===== config.mk =====
export PLATFORM = sky130hd
export DESIGN_NAME = mult_share_sched
export DESIGN_NICKNAME = d
export VERILOG_FILES = /design/src/rtl/mult_share_sched.sv
export SDC_FILE = /design/constraint.sdc
export NUM_CORES = 1
export LEC_CHECK = 0
export BUFFER_PORTS_ARGS = -buffer_cell sky130_fd_sc_hd__clkbuf_2
export CAP_MARGIN = 20
export CORE_MARGIN = 4
export CORE_UTILIZATION = 34
export DETAILED_ROUTE_END_ITERATION = 10
export PLACE_DENSITY = 0.84
export SLEW_MARGIN = 0
export SYNTH_ARGS = -nofsm -noshare
export SYNTH_HDL_FRONTEND = slang
export SYNTH_SLANG_ARGS = --single-unit

===== constraint.sdc =====
create_clock -name clk -period 2.7 [get_ports clk]
set_clock_uncertainty 0.1 [all_clocks]
set_input_delay 0.54 -clock clk [delete_from_list [all_inputs] [get_ports clk]]
set_output_delay 0.54 -clock clk [all_outputs]
set_load 0.03 [all_outputs]

===== src/rtl/mult_share_sched.sv =====
// Round-robin scheduler sharing one pipelined multiplier among NREQ requesters.
// Define MULT_SHARE_SCHED_STATS_EN to add the grant_cnt statistics output.
module mult_share_sched #(
  parameter int NREQ    = 4,
  parameter int MUL_LAT = 2
) (
  input  logic                      clk,
  input  logic                      reset_n,
  input  logic                      enable,
  input  logic [NREQ-1:0]           req_valid,
  input  logic [NREQ*10-1:0]        req_a,
  input  logic [NREQ*10-1:0]        req_b,
  output logic [NREQ-1:0]           req_ready,
  output logic [9:0]                mul_a,
  output logic [9:0]                mul_b,
  output logic                      mul_ce,
  output logic                      mul_reset,
  input  logic [19:0]               mul_dout,
  output logic                      res_valid,
  output logic [$clog2(NREQ)-1:0]   res_id,
  output logic [19:0]               res_dout,
  output logic                      busy
`ifdef MULT_SHARE_SCHED_STATS_EN
  ,
  output logic [15:0]               grant_cnt
`endif
);

  localparam int IW = $clog2(NREQ);

  typedef enum logic [1:0] {
    IDLE  = 2'd0,
    RUN   = 2'd1,
    DRAIN = 2'd2
  } state_t;

  logic [1:0]         rst_q;
  logic               rst_n;
  state_t             state;
  logic [IW-1:0]      last;
  logic [MUL_LAT-1:0] vp;
  logic [MUL_LAT-1:0] vp_nxt;
  logic [IW-1:0]      idp [MUL_LAT];
  logic [IW-1:0]      gidx;
  logic [IW:0]        j;
  logic               gnt;

  // Assert asynchronously, release two clocks later.
  always_ff @(posedge clk or negedge reset_n) begin
    if (!reset_n) rst_q <= '0;
    else          rst_q <= {rst_q[0], 1'b1};
  end

  assign rst_n = rst_q[1];

  always_comb begin
    gnt  = 1'b0;
    gidx = '0;
    j    = '0;
    // Walk offsets from far to near so the nearest valid one wins.
    for (int o = NREQ; o >= 1; o--) begin
      j = {1'b0, last} + (IW+1)'(o);
      if (j >= (IW+1)'(NREQ)) j = j - (IW+1)'(NREQ);
      if (req_valid[j[IW-1:0]]) begin
        gnt  = 1'b1;
        gidx = j[IW-1:0];
      end
    end
    if (!(state == RUN && enable)) gnt = 1'b0;
  end

  always_comb begin
    req_ready = '0;
    mul_a     = '0;
    mul_b     = '0;
    if (gnt) begin
      req_ready[gidx] = 1'b1;
      mul_a           = req_a[10*gidx +: 10];
      mul_b           = req_b[10*gidx +: 10];
    end
  end

  assign vp_nxt    = (vp << 1) | MUL_LAT'(gnt);
  assign mul_ce    = (state != IDLE);
  assign mul_reset = (state == IDLE);
  assign busy      = (state != IDLE);
  assign res_valid = vp[MUL_LAT-1];
  assign res_id    = idp[MUL_LAT-1];
  assign res_dout  = res_valid ? mul_dout : '0;

  always_ff @(posedge clk or negedge rst_n) begin
    if (!rst_n) begin
      state <= IDLE;
      last  <= IW'(NREQ-1);
      vp    <= '0;
      for (int i = 0; i < MUL_LAT; i++) idp[i] <= '0;
    end else begin
      if (mul_ce) begin
        vp     <= vp_nxt;
        idp[0] <= gnt ? gidx : '0;
        for (int i = 1; i < MUL_LAT; i++) idp[i] <= idp[i-1];
      end
      if (gnt) last <= gidx;
      unique case (state)
        IDLE:    if (enable) state <= RUN;
        RUN:     if (!enable) state <= (|vp_nxt) ? DRAIN : IDLE;
        DRAIN: begin
          if (enable)        state <= RUN;
          else if (!(|vp_nxt)) state <= IDLE;
        end
        default: state <= IDLE;
      endcase
    end
  end

`ifdef MULT_SHARE_SCHED_STATS_EN
  always_ff @(posedge clk or negedge rst_n) begin
    if (!rst_n)   grant_cnt <= '0;
    else if (gnt) grant_cnt <= grant_cnt + 16'd1;
  end
`endif

endmodule


# Word level (Yosys, flattened, before mapping)
# Index checks and enable logic that the tools add are counted.
# op_classes
add_sub_neg,8
mul,1
order_cmp,10
n_eq_ne,5
shift,2
n_mux,34
bitwise,1
n_reduce_logical,6
# ops
cell,count
40-bit by 7-bit variable part select with 10-bit output,2
2-bit two-way mux,14
10-bit two-way mux,2
20-bit two-way mux,1
2-bit by 3-bit less-than comparator with 1-bit output (second input constant),5
3-bit greater-or-equal comparator (second input constant),4
1-bit two-way mux,10
1-bit binary-select mux with 2-bit select,4
2-bit by 1-bit subtractor with 2-bit output (second input constant),4
2-bit by 2-bit adder with 3-bit output (second input constant),2
2-bit one-hot mux with 3 select lines,1
3-bit by 2-bit multiplier with 5-bit output (first input constant),1
4-bit two-way mux,1
2-bit != test (second input constant),2
2-bit by 1-bit adder with 3-bit output (second input constant),1
2-bit by 3-bit adder with 3-bit output (second input constant),1
3-bit != test (second input constant),1
3-bit AND reduction,1
1-bit demux with 2-bit select,1
2-bit by 1-bit equality test with 1-bit output (second input constant),1
2-bit equality test (second input constant),1
2-bit by 1-bit greater-or-equal comparator with 1-bit output (second input constant),1
1-bit logical AND,2
2-bit zero test,1
other kinds (3),3
# totals
regBits,12
input_bits,107
out_inout_bits,50
wordCells,73

# Logic depth before layout (Yosys ltp)
# Gate-level depths: netlist (run 1).
# logic_depth
word_depth,15
depth_mapped,7
depth_no_buf,5

# Worst setup path before layout (run 1)
# Ideal clock, no wire load.
# synth_timing
path_type,flip-flop to output port
start,register last[1]
end,output port mul_a[1]
t_arrival_ns,2.082
required_time_ns,2.060
path_slack_ns,-0.022
stages_incl_launch_ff,6
path_buffers,0
cell_sequence,dfstp_2 a21oi_1 a31o_1 o22ai_1 a21oi_1 a221oi_1
# synth_between
elab_chain_len,12
elab_cells_between_ends,36
classes_between,add/sub (8); mul (1); order compare (4); shift (1); mux (22)
# synth_rtl
item,line,text
from (decl),40,logic [IW-1:0] last;
from (signal assigned),94,last <= IW'(NREQ-1);
from (signal assigned),103,if (gnt) last <= gidx;
2-bit by 3-bit adder with 3-bit output,62,"j = {1'b0, last} + (IW+1)'(o);"
3-bit greater-or-equal comparator / 2-bit by 1-bit subtractor with 2-bit output (equally long branches),63,if (j >= (IW+1)'(NREQ)) j = j - (IW+1)'(NREQ);
2-bit two-way mux,63,
1-bit binary-select mux with 2-bit select,64,if (req_valid[j[IW-1:0]]) begin
1-bit two-way mux (implied by the code),64,
2-bit two-way mux (4 in series),64,
3-bit by 2-bit multiplier with 5-bit output,78,mul_a = req_a[10*gidx +: 10];
40-bit by 7-bit variable part select with 10-bit output,78,
10-bit two-way mux (*),76,if (gnt) begin
to (decl),14,"output logic [9:0] mul_a,"
# Every way passes the cells marked *; elsewhere a longest branch is shown, timed or not. The select of a mux whose other input is x is not followed.

# Final worst setup path (run 1)
# layout_timing
start,register last[1]
end,output port mul_b[4]
# layout_between
elab_chain_len,12
elab_cells_between_ends,36
classes_between,add/sub (8); mul (1); order compare (4); shift (1); mux (22)
# layout_rtl
item,line,text
2-bit by 3-bit adder with 3-bit output,62,
3-bit greater-or-equal comparator / 2-bit by 1-bit subtractor with 2-bit output (equally long branches),63,
2-bit two-way mux,63,
1-bit binary-select mux with 2-bit select,64,
1-bit two-way mux (implied by the code),64,
2-bit two-way mux (4 in series),64,
3-bit by 2-bit multiplier with 5-bit output,79,mul_b = req_b[10*gidx +: 10];
40-bit by 7-bit variable part select with 10-bit output,79,
10-bit two-way mux (*),76,
to (decl),15,"output logic [9:0] mul_b,"
# Marked as above.

==> results of run 1 <==
worst max-delay path, cell delays in order (launching register included):
cell,delay (ps)
sky130_fd_sc_hd__dfstp_2,580
sky130_fd_sc_hd__mux2i_1,220
sky130_fd_sc_hd__nor2_1,80
sky130_fd_sc_hd__nor3_2,200
sky130_fd_sc_hd__buf_6,170
sky130_fd_sc_hd__mux2i_1,90
sky130_fd_sc_hd__a221oi_2,270
sky130_fd_sc_hd__buf_4,200
through the flow:
| step | hold WS (ps) | std cells | setup slack (ps) |
|---|---|---|---|
| finish | 45.86 | 360 | 18.86 |
| floorplan | 19.40 | 153 | -22.22 |
| detailed placement | 62.27 | 348 | 26.75 |
| CTS | 65.25 | 357 | -64.46 |
| global placement | 59.29 | 348 | 82.84 |
| global route | 91.28 | 360 | -102.6 |
registers in the layout, indices dropped and copies added, names as in the netlist:
register,count
res_id,2
vp,2
last,2
idp,2
state,2
rst_q,2
cell usage in the layout (no fill, tap or decap), drive strengths merged:
cell type / Yosys / layout
a21boi: 1 / 1
a21oi: 6 / 6
a221oi: 4 / 4
a31o: 1 / 1
and2: 20 / 20
and3b: 1 / 1
buf: 10 / 28
clkbuf: 4 / 143
conb: 1 / 1
dfrtp: 10 / 10
dfstp: 2 / 2
dlygate4sd3: 0 / 1
inv: 2 / 2
mux2: 3 / 3
mux2i: 37 / 37
nand2: 16 / 17
nand2b: 1 / 1
nor2: 5 / 5
nor3: 4 / 4
nor3b: 1 / 1
nor4: 1 / 1
o21ai: 1 / 1
o21bai: 1 / 1
o22a: 1 / 1
o22ai: 17 / 17
or3: 2 / 2
xnor2: 1 / 1
how the worst max path moves through the flow:
stage                              startpoint        to  slack, ps
after CTS                 last[1]$_DFFE_PN1P_  mul_a[3]        -60
after detailed placement         req_valid[3]  mul_b[5]         30
after global placement           req_valid[3]  mul_a[0]         80
after floorplan           last[1]$_DFFE_PN1P_  mul_a[1]        -20
after global routing      last[1]$_DFFE_PN1P_  mul_b[5]       -100
final                     last[1]$_DFFE_PN1P_  mul_b[4]         20
cells by family (layout without fill, tap and decap cells):
| kind of cell | after synthesis | in the layout |
|---|---|---|
| flops | 12 | 12 |
| compound gates | 32 | 32 |
| buf+inv | 16 | 174 |
| xor+xnor | 1 | 1 |
| simple gates | 51 | 52 |
| other cells | 1 | 1 |
| mux | 40 | 40 |
per-layer routing:
metal / routed length, um / vias up / part of all wire (%) / track usage, %
met1: 1854 / 808 / 36 / 21.47
met3: 351 / 4 / 6.9 / 3.267
met2: 2869 / 65 / 56 / 34.62
met5: 0 / - / 0 / 0
li1: - / 874 / - / -
met4: 35 / 0 / 0.68 / 4.175
area by class of cell:
cell class | count | area [um2]
Multi-Input combinational cell | 126 | 980.9
Sequential cell | 12 | 302.8
Timing Repair Buffer | 168 | 991.0
Fill cell | 331 | 1319
Tap cell | 48 | 60.06
Clock buffer | 4 | 55.05
Inverter | 2 | 7.507
power breakdown:
group / internal, mW / total (mW) / switching (mW) / leakage [nW]
clock: 0.128 / 0.190 / 0.0619 / 0.0288
combinational: 0.404 / 0.890 / 0.486 / 1.21
sequential: 0.214 / 0.248 / 0.0337 / 0.148
total: 0.747 / 1.33 / 0.581 / 1.39
synthesized netlist by cell type:
cell,instances,area share [%]
sky130_fd_sc_hd__a221oi_1,4,2.6
sky130_fd_sc_hd__nor2_1,5,1.4
sky130_fd_sc_hd__mux2_2,3,2.5
sky130_fd_sc_hd__a21boi_0,1,0.56
sky130_fd_sc_hd__or3_1,2,0.94
sky130_fd_sc_hd__nor3b_1,1,0.56
sky130_fd_sc_hd__o22a_2,1,0.75
sky130_fd_sc_hd__inv_1,2,0.56
sky130_fd_sc_hd__nand2_4,1,0.84
sky130_fd_sc_hd__buf_4,4,2.3
sky130_fd_sc_hd__a21oi_1,6,2.3
sky130_fd_sc_hd__nor3_1,2,0.75
sky130_fd_sc_hd__dfrtp_1,10,19
sky130_fd_sc_hd__and3b_2,1,0.75
sky130_fd_sc_hd__dfstp_2,2,3.9
sky130_fd_sc_hd__clkbuf_1,4,1.1
sky130_fd_sc_hd__mux2i_1,37,28
sky130_fd_sc_hd__o21ai_0,1,0.37
sky130_fd_sc_hd__nand2b_1,1,0.47
sky130_fd_sc_hd__o21bai_1,1,0.56
sky130_fd_sc_hd__and2_1,20,9.4
sky130_fd_sc_hd__buf_6,6,5.1
sky130_fd_sc_hd__a31o_1,1,0.66
sky130_fd_sc_hd__nor3_2,2,1.5
sky130_fd_sc_hd__xnor2_1,1,0.66
sky130_fd_sc_hd__nand2_1,15,4.2
sky130_fd_sc_hd__o22ai_1,17,8.0
sky130_fd_sc_hd__conb_1,1,0.28
sky130_fd_sc_hd__nor4_1,1,0.47
what timing repair did:
action | in CTS | in global routing
endpoints found under the hold margin | 2 | 0
buffers inserted | 2 | 0
resized for setup | 10 | 55
endpoints found under the setup margin | 21 | 21
cloned | 2 | 3
pin swaps | 6 | 8
hold buffers | 1 | 0
==> impl.org, run 1 <==
** Timing
- Shortest period the worst path allows :: 2681 ps
- The count of pins over their slew limit is 0.
- The final count of hold timing violations is 0.
- Setup violations remaining at the end of the flow were counted as 0.
- In this run the tightest slew margin relative to its limit is 63.13%.
- Summed over all failing endpoints, the final setup total negative slack is 0 ps.
- For the pin with the worst max-slew slack, the measured transition is 550.1 ps.
- Setup repair after global routing could not meet its margin everywhere.
- Of the available clock period, the critical path in the final layout requires 99.30%.
- Fmax achieved :: 0.3730 GHz

** Power
- Summed over all cells, the static leakage comes to 1.386 nW.
- Across the VDD grid, the largest voltage drop is 0.2624 mV.
- Ratio of total power to cell area :: about 550 nW/um2
- The completed layout was analyzed and its total power is 1.328 mW.

** Worst setup path
- Launch instance of the worst register-to-register path :: last[1]$_DFFE_PN1P_
- The setup check on the worst reg-to-reg path leaves a slack of 930 ps.
- Required time at the worst-slack endpoint :: 2060 ps
- Depth of the worst register-to-register path :: 5
- The worst setup path is captured at an output port.
- STA puts the critical path data arrival time at 2040 ps.
- By startpoint and endpoint, the worst setup path is classified as register to output port.
- Largest fanout of any net on the critical path :: 6
- Category of the worst setup path launch point :: register
- The endpoint identified for the worst register-to-register timing path is last[0]$_DFFE_PN1P_.

** Synth
- Proportion of synthesized area in mux cells :: 30.30%
- Of the total synthesized cell area, the portion taken by AND, OR, NAND and NOR gates is 21.29%.
- Summing the areas of all xor and xnor instances in the mapped netlist gives less than 1% of the synthesized area.
- Counting flops and latches in the post-synthesis netlist gives 12.
- The synthesized netlist devotes 0% of its cell area to adder and majority cells.
- Synth Area per Inst :: 8.718 um2
- After synthesis, flip-flops and latches occupy roughly 23% of the total area.
- Yosys printed 0 warnings.
- When the netlist entered floorplanning its net count stood at 260.
- The synthesized netlist contains 29 unique library cells.
- Dominant combinational cell family by area after synthesis :: multiplexers
- Summing the areas of all compound-gate instances in the mapped netlist gives between 15 and 20% of the synthesized area.
- Synthesized cell area :: 1334 um2
- The cell count after synthesis came out at 153.

** Placement
- Port-buffer cells :: about 160
- Dpl hpwl :: roughly 4000 um
- Placed cell area :: roughly 2100 um2
- Weighted congestion reported at the end of routability-driven placement :: just under 0.8

** Global routing
- Total gr overflow :: 0
- Largest net degree at the start of global routing :: 28
- Global routing used 18.36% of the available tracks across all layers.
- Number of antenna violations at the first check in global routing :: 0
- Global-route wire length before repair :: approximately 7700 um
- The via count of the first global-routing pass came to 1727.

** Final layout
- Once layout is done, the placed cells without fillers occupy 2397 um2.
- Share of post-route cells with drive strength above 1 :: 61.54%
- Utilization after layout :: roughly 65%
- Post-layout net count :: 420
- Count of inserted antenna diode cells :: 0
- Compared with the post-synthesis result, the final layout area differs by 79.74%.

** Clock tree
- Counting the buffers created by CTS gives 3.
- TritonCTS built the clock tree.
- Later-pin clock latency in the skew report :: 240 ps
- In this run the deepest clock path goes through 2 buffers.
- H-tree levels :: 1
- Clock-pin slew on the worst setup and hold paths :: 50 ps
- The tree is rooted in a sky130_fd_sc_hd__clkbuf_8.
- The tree built by TritonCTS fans out to 12 sinks.

** Die
- The floorplan step set the die height to 70.63 um.
- The die covers 4989 um2.
- The initialized floorplan defines 22 standard-cell rows.
- After floorplanning, the core was sized to cover 3716 um2.
- Starting density of the core :: 35.89%
- Pin placement for this block handled 157 I/O pins.
- The die is 70.63 um wide.

** Run status
- The flow ran to the end, and the final reports show no timing, DRC or antenna violations.

** Drt
- Number of design rule violations left after detail routing :: 0
- Pre-Repair DR Iteration Count :: 4
- Count of antenna-violating nets left after detailed routing :: 0
- In the routed layout, each cell is associated on average with a via count of 4.864.
- The routed layout has 1751 vias.
- The first routing iteration left 47 violations.
- Wire length per cell after detailed routing :: 14.19 um
- Total wire length :: ~5000 um

** Flow run
- Max-cap violations :: 0

** Worst hold path
- Path category of the worst min-delay check :: register to asynchronous set/reset pin
No activity file was read; power rests on OpenSTA's default activity.
==> inputs of run 2 (changes only) <==
--- a/config.mk
+++ b/config.mk
@@ -10,6 +10,7 @@
 export CORE_MARGIN = 4
 export CORE_UTILIZATION = 34
 export DETAILED_ROUTE_END_ITERATION = 10
+export MAX_ROUTING_LAYER = met4
 export PLACE_DENSITY = 0.84
 export SLEW_MARGIN = 0
 export SYNTH_ARGS = -nofsm -noshare
==> impl.org, run 2 (synthesized netlist as in run 1, its figures left out) <==
** Timing
- The count of pins over their slew limit is 0.
- Fmax achieved :: around 0.37 GHz
- After routing, the total negative slack on setup checks comes to 0 ps.
- Post-layout worst setup margin :: 19.81 ps
- Post-route fraction of the period consumed by the critical path :: 99.27%
- Setup repair after global routing missed its margin :: yes
- Setup violations remaining at the end of the flow were counted as 0.
- Transition time of the tightest slew-check pin :: about 550 ps
- Worst slew margin relative to its limit :: between 60% and 70%
- Final-report hold violation count :: 0
- The clock period could shrink to 2680 ps.

** Worst setup path
- On the worst path, the slowest cell contributes a delay of 580 ps.
- Arr. time, crit path :: around 2000 ps
- Along the worst path, the maximum fanout reaches 6.
- Required time at the worst-slack endpoint :: 2060 ps
- Launch instance of the worst register-to-register path :: last[1]$_DFFE_PN1P_
- Most used cell along the critical path :: sky130_fd_sc_hd__mux2i_1
- Critical path's slowest cell :: sky130_fd_sc_hd__dfstp_2
- STA classifies the critical path startpoint as a register.
- CP Cell Sequence :: mux2i_1 > nor2_1 > nor3_2 > buf_6 > mux2i_1 > a221oi_2 > buf_4
- The critical path starts at last[1]$_DFFE_PN1P_.
- Class of the most critical setup path :: register to output port
- The worst setup path is captured at an output port.

** Die
- Die span in x :: 70.63 um
- Total number of placement rows :: 22
- Pin placement for this block handled between 150 and 200 I/O pins.
- For this configuration, the core starts out at a cell density of a little over a third.
- Vertical die dimension :: 70.63 um
- Placeable core region :: approximately 3700 um2
- Die Area :: 4989 um2

** Drt
- Number of design rule violations left after detail routing :: 0
- Total wire length :: 5105 um
- The first detailed-routing pass took 4 iterations.
- After detailed routing, the number of vias per cell comes to 4.917.
- In this run the remaining antenna-violating nets after routing total 0.
- Total number of vias :: 1770
- The detailed router finished its first iteration with 53 violations.
- Wire length per cell after detailed routing :: roughly 14 um

** Placement
- Port-buffer cells :: 156
- The congestion estimate from routability-driven global placement came to 0.7939.
- Dpl hpwl :: about 3900 um
- Worst setup timing slack at the placement stage :: about 27 ps

** Power
- Summed over all cells, the static leakage comes to 1.386 nW.
- In this run the power spent charging and discharging nets is 580.9 uW.
- IR analysis of the VDD net gives a maximum drop of 0.2624 mV.
- Power spread over the standard cell area amounts to 553.8 nW/um2.
- Cell-internal power :: between 700 and 800 uW
- Part of the total power dissipated in the clock network :: 14.3%
- Gate power share :: 67.0%
- In this run, flip-flops and latches consume 18.7% of the power.
- Switching share of power :: 43.75%

** Final layout
- Count of inserted antenna diode cells :: 0
- The top cell types in the final layout, fill and taps aside, are sky130_fd_sc_hd__clkbuf_2, sky130_fd_sc_hd__mux2i_1, sky130_fd_sc_hd__buf_4, sky130_fd_sc_hd__and2_1, sky130_fd_sc_hd__o22ai_1.
- Counting the fill cells in the layout gives 331.
- Most common cell after layout, fill and taps aside :: sky130_fd_sc_hd__clkbuf_2
- Relative to the synthesized area, the layout overhead comes to 79.74%.
- Share of post-route cells with drive strength above 1 :: 61.54%
- Post-layout net count :: 420

** Worst hold path
- The tightest min-delay check is of the register to asynchronous set/reset pin type.

** Clock tree
- Number of sinks on the clock net :: 12
- CTS built an H-tree with a depth of 1.
- Clock tree from TritonCTS :: built
- Buffers inserted during clock tree synthesis total 3.
- The clock passes through at most 2 buffers.
- Buffer cell driving the clock tree root :: sky130_fd_sc_hd__clkbuf_8
- Clock-pin slew on the worst setup and hold paths :: about 50 ps
- For the worst-skew pair, the clock arrives at the later sink with an insertion delay of 240 ps.

** Global routing
- Largest net degree at the start of global routing :: 28
- The number of antenna violations at the first check in global routing came to 0.
- Global-route wire length before repair :: approximately 7700 um
- Total track usage :: 18.91%
- After global routing the overflow that remains totals 0.
- Via count of the first global-routing pass :: 1723

** Flow run
- Max-cap violations :: 0

** Run status
- The run finished with clean final reports.
run 2: final timing paths:
check / end / slack [ps] / cells after the start
min in group clk: rst_q[1]$_DFF_PN0_ / 250 / 0
max in group asynchronous: rst_q[1]$_DFF_PN0_ / 1880 / 2
worst min register to register: res_id[1]$_DFFE_PN0N_ / 50 / 0
worst min-delay path: res_id[1]$_DFFE_PN0N_ / 50 / 0
worst max-delay path: mul_b[4] / 20 / 7
worst max register to register: last[0]$_DFFE_PN1P_ / 930 / 5
run 2: worst max-delay path, delay by kind of cell (launching register included):
kind,cells,cell delay (ps)
AND/OR/NAND/NOR,2,280
multiplexers,2,310
buffers and inverters,2,370
flip-flops,1,580
AO/OA/AOI/OAI,1,270
run 2: what timing repair did:
item,in CTS,in global routing
resized for setup,10,55
setup buffers,2,0
endpoints found under the setup margin,21,21
cloned,2,3
hold endpoints to repair,2,0
hold buffers,1,0
pin swaps,6,8
run 2: per-layer routing:
layer	wire [um]	vias to the layer above	GRT usage, %
li1	-	873	-
met1	1893	826	21.64
met2	2853	67	34.62
met3	323	4	2.983
met4	35	0	4.175
met5	0	-	-
run 2: power by group through the flow:
stage | clock [mW] | combinational, mW | sequential, mW
after floorplan | 0 | 0.564 | 0.242
after global placement | 0 | 0.733 | 0.250
after detailed placement | 0 | 0.742 | 0.252
after CTS | 0.197 | 0.790 | 0.248
after global routing | 0.205 | 0.952 | 0.255
final | 0.190 | 0.889 | 0.248
run 2: stage by stage:
step / power (mW) / instance area [um2] / cells / utilization [%] / hold WS, ps
3_5_place_dp: 0.9941 / 2125 / 348 / 57.17 / 62.27
4_1_cts: 1.236 / 2256 / 357 / 60.71 / 65.25
6_report: 1.328 / 2397 / 360 / 64.51 / 45.76
5_1_grt: 1.413 / 2397 / 360 / 64.51 / 91.28
3_3_place_gp: 0.9825 / 2125 / 348 / 57.17 / 59.29
2_1_floorplan: 0.8057 / 1334 / 153 / - / 19.40
run 2: cell type report:
class / count / area (um2) / share of cell area, %
repair buffers: 168 / 991.0 / 41.34
well taps: 48 / 60.06 / 2.505
multi-input cells: 126 / 980.9 / 40.92
flip-flops and latches: 12 / 302.8 / 12.63
clock buffers: 4 / 55.05 / 2.296
inverters: 2 / 7.507 / 0.3132
==> inputs of run 3 (changes only) <==
--- a/config.mk
+++ b/config.mk
@@ -10,8 +10,9 @@
 export CORE_MARGIN = 4
 export CORE_UTILIZATION = 34
 export DETAILED_ROUTE_END_ITERATION = 10
+export HOLD_SLACK_MARGIN = 0.05
 export MAX_ROUTING_LAYER = met4
-export PLACE_DENSITY = 0.84
+export PLACE_DENSITY = 0.82
 export SLEW_MARGIN = 0
 export SYNTH_ARGS = -nofsm -noshare
 export SYNTH_HDL_FRONTEND = slang
==> constraint.sdc (replaced) <==
create_clock -name clk -period 2.7 [get_ports clk]
set_clock_uncertainty 0.1 [all_clocks]
set_input_delay 0.135 -clock clk [delete_from_list [all_inputs] [get_ports clk]]
set_output_delay 0.135 -clock clk [all_outputs]
set_load 0.03 [all_outputs]
==> impl.org, run 3 (synthesized netlist as in run 1, its figures left out) <==
** Drt
- Total number of vias :: 1692
- Number of design rule violations left after detail routing :: 0
- After the first detailed-routing iteration, the DRC count stood at 28.
- Summed over all layers, the routed wires come to 4578 um.
- The first detailed-routing pass ran for 6 iterations.
- Drt via density :: 4.821
- After detailed routing, the average wire length per cell comes to 13.04 um.
- Count of antenna-violating nets left after detailed routing :: 0

** Clock tree
- CTS saw 12 sinks.
- In this run the clock root is driven by a sky130_fd_sc_hd__clkbuf_8.
- H-tree levels :: 1
- Largest buffer count on any clock path :: 2
- Number of buffers created by CTS :: 3
- TritonCTS built the clock tree.
- Clock-pin slew on the worst setup and hold paths :: 60 ps
- Later-pin clock latency in the skew report :: around 240 ps

** Timing
- Sum Neg Setup Slack :: 0 ps
- Headroom to the max-slew limit came out at between 60 and 70%.
- Post-route fraction of the period consumed by the critical path :: 94.62%
- Setup violations remaining at the end of the flow were counted as 0.
- Final-report hold violation count :: 0
- Shortest period the worst path allows :: 2555 ps
- Fmax achieved :: approximately 0.4 GHz
- Transition time of the tightest slew-check pin :: 518.7 ps
- Number of pins with negative max-slew slack in the final report :: 0

** Worst setup path
- Walking the worst path, the cells encountered are a21oi_1 > a31o_1 > o22a_2 > buf_4 > mux2i_1 > o22ai_1 > clkbuf_2.
- The setup check on the worst reg-to-reg path leaves a slack of 750 ps.
- Class of the most critical setup path :: register to output port
- STA puts the critical path data arrival time at about 2300 ps.
- The worst setup path is launched from a register.
- For the worst flop-to-flop path, the logic depth is 5.
- In this run the worst path has a maximum fanout of 28.
- The worst register-to-register path begins at last[1]$_DFFE_PN1P_.
- In this run the critical register-to-register path is captured at last[0]$_DFFE_PN1P_.
- On the worst path, the slowest cell contributes a delay of between 500 and 600 ps.
- Critical path's slowest cell :: sky130_fd_sc_hd__dfstp_2
- Required time at the worst-slack endpoint :: 2470 ps
- Critical path endpoint category :: output port

** Die
- The floorplan has 22 rows.
- From bottom edge to top edge, the die measures between 70 and 80 um.
- The region available for standard cell placement spans around 3700 um2.
- Die Area :: 4989 um2
- Starting density of the core :: 35.89%
- Die span in x :: between 70 and 80 um
- Total I/O pin count :: 157

** Power
- VDD sags by at most 0.4111 mV.
- Ratio of total power to cell area :: 540.1 nW/um2
- Pleak :: 1.293 nW
- After layout, the design draws a total of 1.170 mW.

** Placement
- Weighted congestion reported at the end of routability-driven placement :: 0.8228
- Post-placement cell count :: 345
- Detailed placement finished with a half-perimeter wire length of around 3800 um.
- Port-buffer cells :: around 160

** Final layout
- In the final design database the tool counted 411 nets.
- The library cells used most frequently in the layout, excluding fill and tap cells, are sky130_fd_sc_hd__clkbuf_2, sky130_fd_sc_hd__mux2i_1, sky130_fd_sc_hd__and2_1, sky130_fd_sc_hd__o22ai_1, sky130_fd_sc_hd__nand2_1.
- At the end of the flow the core is filled with cells to 58.32%.
- Combined flip-flop and latch cell area :: 302.8 um2
- Compared with the post-synthesis result, the final layout area differs by 62.48%.
- Of the cells placed in the final design, the portion with a size suffix greater than 1 is 57.43%.
- Counting the fill cells in the layout gives 367.
- Count of inserted antenna diode cells :: 0
- The finished layout holds 351 standard cells, fillers aside.
- Leaving out fill and tap cells, the most frequent cell in the layout is sky130_fd_sc_hd__clkbuf_2.
- Area of the multi-input gates :: around 930 um2

** Global routing
- The number of antenna violations at the first check in global routing is 0.
- Global-route wire length before repair :: 7624 um
- Largest net degree at the start of global routing :: 29
- Via count of the first global-routing pass :: 1764
- Global routing used 18.48% of the available tracks.
- Total gr overflow :: 0

** Worst hold path
- Path category of the worst min-delay check :: register to asynchronous set/reset pin

** Run status
- The run finished with clean final reports.

** Flow run
- Max-cap violations :: 0
==> run 3: per-stage QoR <==
step	hold WS (ps)	instance area (um2)	setup WS (ps)
CTS	73.56	2152	72.96
finish	58.59	2167	145.2
global placement	-177.0	2077	424.5
detailed placement	-176.4	2077	400.8
global route	105.7	2167	-0.4456
floorplan	-260.6	1334	382.8
==> run 3: worst max-delay path by stage <==
stage	from	end	slack [ps]
2_1_floorplan	last[1]$_DFFE_PN1P_	mul_a[1]	380
3_3_place_gp	last[1]$_DFFE_PN1P_	mul_a[8]	420
3_5_place_dp	last[1]$_DFFE_PN1P_	mul_a[8]	400
4_1_cts	last[1]$_DFFE_PN1P_	mul_a[8]	70
5_1_grt	last[1]$_DFFE_PN1P_	mul_b[4]	-0.4
6_report	last[1]$_DFFE_PN1P_	mul_a[8]	150
==> run 3: layer usage <==
| layer | vias up | track usage [%] | part of all wire, % |
|---|---|---|---|
| met5 | - | - | 0 |
| met4 | 0 | 4.384 | 1.6 |
| met3 | 9 | 3.551 | 7.1 |
| met2 | 74 | 32.85 | 52 |
| met1 | 753 | 21.45 | 39 |
| li1 | 856 | - | - |
==> run 3: final cells by class <==
class	instances	share of cell area, %
clock buffer	4	2.540
inverter	2	0.3464
multi-input combinational	125	42.73
sequential	12	13.97
tap	48	2.771
timing repair buffer	160	37.64
==> run 3: worst max-delay path, delay by kind of cell, from the launching register on <==
family / cells / cell delay (ps)
flip-flops: 1 / 580
multiplexers: 1 / 160
buffers and inverters: 2 / 540
AO/OA/AOI/OAI: 4 / 770
==> run 3: what timing repair did <==
action,CTS,global route
setup buffers,0,0
setup endpoints to repair,0,19
hold buffers,2,0
endpoints found under the hold margin,4,0
gates resized for setup,0,3
==> run 3: power by group <==
group          internal, mW  switching (mW)  total, mW
Combinational         0.289           0.435      0.724
Clock                 0.129          0.0687      0.198
Sequential            0.214          0.0341      0.248
